==> config.mk <==
export PLATFORM = sky130hd
export DESIGN_NAME = blackjack_hand_flat
export DESIGN_NICKNAME = d
export VERILOG_FILES = /design/src/rtl/blackjack_hand_pkg.sv /design/src/rtl/blackjack_hand_if.sv /design/src/rtl/blackjack_hand_bin2dec_2digit.sv /design/src/rtl/blackjack_hand.sv /design/src/flat_wrapper.sv
export SDC_FILE = /design/constraint.sdc
export NUM_CORES = 1
export LEC_CHECK = 0
export CAP_MARGIN = 25
export CORE_ASPECT_RATIO = 0.9
export CORE_MARGIN = 8
export CORE_UTILIZATION = 59
export CTS_BUF_LIST = sky130_fd_sc_hd__clkbuf_4 sky130_fd_sc_hd__clkbuf_8
export DETAILED_ROUTE_END_ITERATION = 12
export PLACE_DENSITY_LB_ADDON = 0.3
export RECOVER_POWER = 50
export SETUP_SLACK_MARGIN = 0.02
export SYNTH_ARGS = -nofsm -noshare
export SYNTH_HDL_FRONTEND = slang
export SYNTH_SLANG_ARGS = --single-unit
==> constraint.sdc <==
create_clock -name clk -period 4.7 [get_ports clk]
set_clock_uncertainty 0.15 [all_clocks]
set_input_delay 1.175 -clock clk [delete_from_list [all_inputs] [get_ports clk]]
set_output_delay 1.175 -clock clk [all_outputs]
set_load 0.02 [all_outputs]
==> src/rtl/blackjack_hand_pkg.sv <==
// Shared types and constants for the blackjack hand scorer.
// Holds the FSM states, display glyph codes and card values.
package blackjack_hand_pkg;

    typedef enum logic [2:0] {
        IDLE,
        PLAY,
        ADJ,
        BUST,
        BJ,
        STOOD
    } state_t;

    localparam logic [3:0] BLANK     = 4'd15;
    localparam logic [3:0] GLY_BUST  = 4'd10;
    localparam logic [3:0] GLY_BJ    = 4'd11;
    localparam logic [3:0] GLY_STAND = 4'd12;
    localparam logic [3:0] GLY_FULL  = 4'd13;

    localparam logic [5:0] ACE_VAL  = 6'd11;
    localparam logic [5:0] FACE_VAL = 6'd10;
    localparam logic [5:0] SOFT_ADJ = 6'd10;

    function automatic logic [5:0] card_value(input logic [3:0] r);
        if (r == 4'd1)
            return ACE_VAL;
        else if (r >= 4'd11)
            return FACE_VAL;
        else
            return {2'b00, r};
    endfunction

endpackage

==> src/rtl/blackjack_hand_if.sv <==
// Card offer handshake between the dealer side and the hand scorer.
// The dealer drives valid/rank; the scorer answers with ready.
interface blackjack_hand_if;

    logic       card_valid;
    logic [3:0] card_rank;
    logic       card_ready;

    modport master (
        output card_valid,
        output card_rank,
        input  card_ready
    );

    modport slave (
        input  card_valid,
        input  card_rank,
        output card_ready
    );

endinterface

==> src/rtl/blackjack_hand_bin2dec_2digit.sv <==
// Binary (0..31) to two decimal digit codes by compare-and-subtract.
// Optionally blanks a leading zero tens digit.
module bin2dec_2digit
    import blackjack_hand_pkg::*;
(
    input  logic [4:0] bin,
    input  logic       blank_lead,
    output logic [3:0] tens,
    output logic [3:0] ones
);

    logic [4:0] sub;

    always_comb begin
        tens = 4'd0;
        sub  = 5'd0;
        if (bin >= 5'd30) begin
            tens = 4'd3;
            sub  = 5'd30;
        end else if (bin >= 5'd20) begin
            tens = 4'd2;
            sub  = 5'd20;
        end else if (bin >= 5'd10) begin
            tens = 4'd1;
            sub  = 5'd10;
        end
        ones = 4'(bin - sub);
        if (blank_lead && tens == 4'd0)
            tens = BLANK;
    end

endmodule

==> src/rtl/blackjack_hand.sv <==
// Blackjack hand scorer: accepts cards, tracks soft aces,
// and drives registered seven-segment digit codes.
module blackjack_hand
    import blackjack_hand_pkg::*;
#(
    parameter int MAX_CARDS = 9
) (
    input  logic             clk,
    input  logic             rst,
    input  logic             new_hand,
    input  logic             stand,
    blackjack_hand_if.slave  card,
    output logic [3:0]       d0,
    output logic [3:0]       d1,
    output logic [3:0]       d2,
    output logic [3:0]       d3,
    output logic [3:0]       d4,
    output logic [3:0]       d5,
    output logic [4:0]       total,
    output logic             err
);

    localparam logic [3:0] MAXC = 4'(MAX_CARDS);

    state_t     state, state_n;
    logic [5:0] acc, acc_n;
    logic [3:0] count, count_n;
    logic [3:0] soft_aces, soft_n;
    logic [3:0] last_rank, last_n;
    logic       err_n;
    logic       accept, legal;
    logic [3:0] status;
    logic [3:0] tot_t, tot_o, rk_t, rk_o;

    assign card.card_ready = (state == PLAY) && (count < MAXC);
    // stand and new_hand both outrank a card offered in the same cycle
    assign accept = card.card_valid && card.card_ready
                    && !stand && !new_hand;
    assign legal  = (card.card_rank >= 4'd1)
                    && (card.card_rank <= 4'd13);
    assign total  = (acc > 6'd31) ? 5'd31 : acc[4:0];

    always_ff @(posedge clk or posedge rst) begin
        if (rst) begin
            state     <= IDLE;
            acc       <= '0;
            count     <= '0;
            soft_aces <= '0;
            last_rank <= '0;
            err       <= 1'b0;
        end else begin
            state     <= state_n;
            acc       <= acc_n;
            count     <= count_n;
            soft_aces <= soft_n;
            last_rank <= last_n;
            err       <= err_n;
        end
    end

    always_comb begin
        state_n = state;
        acc_n   = acc;
        count_n = count;
        soft_n  = soft_aces;
        last_n  = last_rank;
        err_n   = err;
        unique case (state)
            PLAY: begin
                if (stand) begin
                    state_n = STOOD;
                end else if (accept && legal) begin
                    acc_n   = acc + card_value(card.card_rank);
                    count_n = count + 4'd1;
                    last_n  = card.card_rank;
                    state_n = ADJ;
                    if (card.card_rank == 4'd1)
                        soft_n = soft_aces + 4'd1;
                end else if (accept) begin
                    err_n = 1'b1;
                end
            end
            ADJ: begin
                // one soft ace demoted per cycle until none applies
                if (acc > 6'd21 && soft_aces != 4'd0) begin
                    acc_n  = acc - SOFT_ADJ;
                    soft_n = soft_aces - 4'd1;
                end else if (acc > 6'd21) begin
                    state_n = BUST;
                end else if (acc == 6'd21 && count == 4'd2) begin
                    state_n = BJ;
                end else begin
                    state_n = PLAY;
                end
            end
            default: ;
        endcase
        if (new_hand) begin
            state_n = PLAY;
            acc_n   = '0;
            count_n = '0;
            soft_n  = '0;
            last_n  = '0;
            err_n   = 1'b0;
        end
    end

    always_comb begin
        status = BLANK;
        unique case (state)
            BUST:    status = GLY_BUST;
            BJ:      status = GLY_BJ;
            STOOD:   status = GLY_STAND;
            PLAY:    if (count == MAXC) status = GLY_FULL;
            default: ;
        endcase
    end

    bin2dec_2digit u_tot (
        .bin        (total),
        .blank_lead (1'b1),
        .tens       (tot_t),
        .ones       (tot_o)
    );

    bin2dec_2digit u_rank (
        .bin        ({1'b0, last_rank}),
        .blank_lead (1'b1),
        .tens       (rk_t),
        .ones       (rk_o)
    );

    always_ff @(posedge clk or posedge rst) begin
        if (rst) begin
            d0 <= BLANK;
            d1 <= BLANK;
            d2 <= BLANK;
            d3 <= BLANK;
            d4 <= BLANK;
            d5 <= BLANK;
        end else begin
            d0 <= tot_o;
            d1 <= tot_t;
            d2 <= (count == 4'd0) ? BLANK : rk_o;
            d3 <= (count == 4'd0) ? BLANK : rk_t;
            d4 <= count;
            d5 <= status;
        end
    end

endmodule

==> src/flat_wrapper.sv <==
// flat-port wrapper written by rule: the top's interface ports become plain ports
module blackjack_hand_flat import blackjack_hand_pkg::*;
#(
    parameter int MAX_CARDS = 9
)
  (clk, rst, new_hand, stand, d0, d1, d2, d3, d4, d5, total, err, card_card_valid, card_card_rank, card_card_ready);
  blackjack_hand_if card_i ();
  input  logic clk;
  input  logic rst;
  input  logic new_hand;
  input  logic stand;
  output logic [3:0] d0;
  output logic [3:0] d1;
  output logic [3:0] d2;
  output logic [3:0] d3;
  output logic [3:0] d4;
  output logic [3:0] d5;
  output logic [4:0] total;
  output logic err;
  input wire logic [$bits(card_i.card_valid)-1:0] card_card_valid;
  input wire logic [$bits(card_i.card_rank)-1:0] card_card_rank;
  output wire logic [$bits(card_i.card_ready)-1:0] card_card_ready;
  assign card_i.card_valid = card_card_valid;
  assign card_i.card_rank = card_card_rank;
  assign card_card_ready = card_i.card_ready;
  blackjack_hand #(.MAX_CARDS(MAX_CARDS)) u_core (.clk(clk), .rst(rst), .new_hand(new_hand), .stand(stand), .card(card_i), .d0(d0), .d1(d1), .d2(d2), .d3(d3), .d4(d4), .d5(d5), .total(total), .err(err));
endmodule
==> flow_summary_export.csv <==
group,metric,value,unit
outcome,status,"finished, violations left",
outcome,violations,"capacitance limit, slew limit",
worst_setup_path,worst_ep_arrival_time,3.61,ns
routing,wl,5.069,mm
finish,multi_input_area,1210,sq um
worst_setup_path,crit_fanout,8,
grt,grt_pass1_vias,1825,
timing,setup_violations,0,
timing,fin_crit_sh,75.54,%
grt,grtUsageTotal,16.36,%
grt,antenna_found_initial,0,
timing,post-route-min-period,3.550,ns
routing,dr.first_iter.drc_count,105,
routing,wl_per_cell,15.45,um
worst_setup_path,cpMostUsedCell,"o21ai_0",
power,p_sw,339.2,uW
timing,setup_tns,0,ns
cts,cts_tree,"done",
logic_synthesis,synth_edf_count,0,
placement,dp_hpwl,3.590,mm
power,ir_drop,0.2255,mV
logic_synthesis,netlist_area,2425,sq um
run,maxCapViolations,1,
cts,clkTransAtPathRegs,0.08,ns
worst_setup_path,rrSetupSlack,1.82,ns
power,p_int,717.3,uW
logic_synthesis,synth_compound_area_share,14.76,%
cts,cts_setup_buffers,0,
cts,cts-root-buf,"clkbuf_8",
cts,htreeDepth,2,
logic_synthesis,ys.flop_type,"dfrtp_1",
finish,antennaDiodeCount,0,
cts,clock-sinks,41,
routing,firstDrtPassIters,4,
worst_setup_path,path_cells,"clkdlybuf4s50_1 > o21ai_0 > and2_1 > ha_1 > inv_1 > fa_1 > nor2b_1 > o21ai_0 > o2bb2ai_1 > or4_1 > a21oi_1",
finish,nets,306,
worst_setup_path,max_stage_delay,0.52,ns
routing,ant_nets,0,
grt,grt_max_degree,42,
timing,rsz0062_at_grt,"false",
worst_setup_path,cp.required,4.76,ns
cts,insertion_delay,0.30,ns
routing,vias,1882,
logic_synthesis,synth.distinct_cells,51,
timing,hold_viol_final,0,
finish,seqCellArea,1050,sq um
worst_setup_path,crit_path_start_kind,"input port",
logic_synthesis,yosys_warnings,0,
cts,cts_resized,0,
placement,gp_congestion,0.8461,
placement,portBuffers,37,
finish,fillCellCount,304,
power,p_seq_share,41.5,%
cts,clock_path_buffers,2,
floorplanning,initial_core_util,60.34,%
cts,hold_buffers,0,
hold_path,min_path_type,"reg -> reg",
logic_synthesis,ys_seq_area_share,43.29,%
timing,worstMarginPinSlew,2.148,ns
logic_synthesis,avgSynthCellArea,9.699,sq um
finish,stdcell_count,328,
timing,relSlewSlack,-43.18,%
logic_synthesis,yosys.area_share.adder,10.22,%
routing,drc,0,
floorplanning,die_h,76.82,um
cts,cts_made_buffers,5,
placement,dp.cells,320,
power,combinationalPowerShare,30.2,%
floorplanning,die_w,83.58,um
power,p_leak,0.001273,uW
power,power.density,365.7,nW/um^2
logic_synthesis,yosys.area_share.simple,18.01,%
grt,gr-total-overflow,0,
worst_setup_path,end_kind,"flip-flop",
routing,avgViaCountPerCell,5.738,
floorplanning,rows,22,
logic_synthesis,synth_seq_cells,41,
logic_synthesis,synthCells,250,
logic_synthesis,synth_top_family_by_area,"simple AND/OR/NAND/NOR gates",
logic_synthesis,muxShareOfSynthArea,3.715,%
floorplanning,die_area,6420,sq um
worst_setup_path,criticalPathCategory,"in -> reg",
logic_synthesis,synthArstFlopShare,100.0,%
grt,grt_pass1_wl,8.818,mm
worst_setup_path,cpMaxStageDelayCell,"clkdlybuf4s50_1",
finish,drive_gt1_share,13.57,%
power,power_frac_clock,28.3,%
floorplanning,ioPinCount,40,
floorplanning,core,4019,sq um
power,switching_share,32.11,%
finish,syn_to_final_growth,19.14,%
timing,fmax,281.7,MHz
logic_synthesis,synth_xor_area_share,2.890,%
timing,slew_viol_final,42,
==> cells by family after synthesis <==
kind of cell	count (synthesis)
other	1
flip-flops	41
AO/OA/AOI/OAI	56
AND/OR/NAND/NOR	80
adder cells (fa/ha/maj)	18
XOR/XNOR	8
buffers and inverters	37
multiplexers	9
==> sequential cells by signal, summed over array words and instances, names as in the netlist, 4 cells and up <==
name,count
u_core.acc,6
u_core.count,4
u_core.d0,4
u_core.d2,4
u_core.d4,4
u_core.last_rank,4
u_core.soft_aces,4
==> cells in the final DEF (no fill, tap or decap), types with 2 or more instances in the layout <==
cell,n
a211oi_1,3
a21o_1,3
a21oi_1,18
a31oi_1,3
and2_1,3
clkbuf_8,6
clkdlybuf4s50_1,36
conb_1,2
dfrtp_1,22
dfstp_2,19
fa_1,3
ha_1,15
inv_1,20
mux2i_1,9
nand2_1,11
nand2b_1,6
nand3_1,6
nand4_1,2
nor2_1,22
nor2b_1,5
nor3_1,3
nor4_1,2
o21ai_0,12
o31ai_1,4
or2_2,6
or3_1,2
or3b_2,2
or4_1,2
xnor2_1,7
==> final timing paths <==
kind / depth (start not counted) / to / from
max: 11 / u_core.acc[4]$_DFFE_PP0P_ / card_card_rank[2]
min: 0 / u_core.d4[0]$_DFF_PP1_ / u_core.count[0]$_DFFE_PP0P_
max reg2reg: 8 / u_core.soft_aces[3]$_DFFE_PP0P_ / u_core.state[0]$_DFFE_PP0P_
min reg2reg: 0 / u_core.d4[0]$_DFF_PP1_ / u_core.count[0]$_DFFE_PP0P_
max in group asynchronous: 3 / u_core.acc[1]$_DFFE_PP0P_ / rst
min in group asynchronous: 3 / u_core.last_rank[0]$_DFFE_PP0P_ / rst
==> power by group through the flow <==
stage	sequential (uW)	clock, uW	combinational, uW
6_report	438	299	320
5_1_grt	444	316	351
4_1_cts	437	303	322
3_5_place_dp	443	0	320
3_3_place_gp	442	0	311
2_1_floorplan	461	0	192
==> synth_stat cells, types with 3 or more instances <==
master / count / area, sq um
a211oi_1: 3 / 22.52
a21o_1: 3 / 22.52
a21oi_1: 18 / 90.09
a31oi_1: 3 / 18.77
and2_1: 4 / 25.02
buf_4: 6 / 45.04
clkbuf_1: 10 / 37.54
dfrtp_1: 22 / 550.5
dfstp_2: 19 / 499.2
fa_1: 3 / 60.06
ha_1: 15 / 187.7
inv_1: 20 / 75.07
mux2i_1: 9 / 90.09
nand2_1: 11 / 41.29
nand2b_1: 6 / 37.54
nand3_1: 6 / 30.03
nor2_1: 22 / 82.58
nor2b_1: 5 / 31.28
nor3_1: 3 / 15.01
o21ai_0: 12 / 60.06
o31ai_1: 4 / 30.03
or2_2: 6 / 37.54
xnor2_1: 7 / 61.31
==> cell type report <==
type | count | share of cell area, %
clock buffers | 6 | 2.858
clock inverters | 2 | 1.299
inverters | 20 | 2.599
multi-input cells | 173 | 41.88
flip-flops and latches | 41 | 36.34
well taps | 48 | 2.079
repair buffers | 38 | 12.95
==> metal layers <==
| metal | global-route usage, % | part of all wire (%) | routed length [um] |
|---|---|---|---|
| met5 | 0 | 0 | 0 |
| met4 | 6.897 | 1.8 | 90 |
| met3 | 4.435 | 6.0 | 304 |
| met2 | 26.21 | 48 | 2408 |
| met1 | 20.21 | 45 | 2266 |
==> critical path, delay by kind of cell <==
| kind | cells | cell delay (ns) |
|---|---|---|
| compound gates | 4 | 0.56 |
| simple gates | 3 | 0.70 |
| fa+ha+maj | 2 | 0.60 |
| buf+inv | 2 | 0.59 |
==> stage by stage <==
step	area [sq um]	utilization, %	hold WS, ns	power [uW]	setup slack, ns
floorplan	2429	-	0.2665	652.7	1.518
CTS	2893	71.98	0.3061	1062	1.179
detailed placement	2773	68.99	0.2938	763.5	0.8974
global placement	2773	68.99	0.2881	752.9	0.9623
global route	2889	71.89	0.3214	1110	0.6878
finish	2889	71.89	0.3081	1057	1.150
No activity file was read; power rests on OpenSTA's default activity.
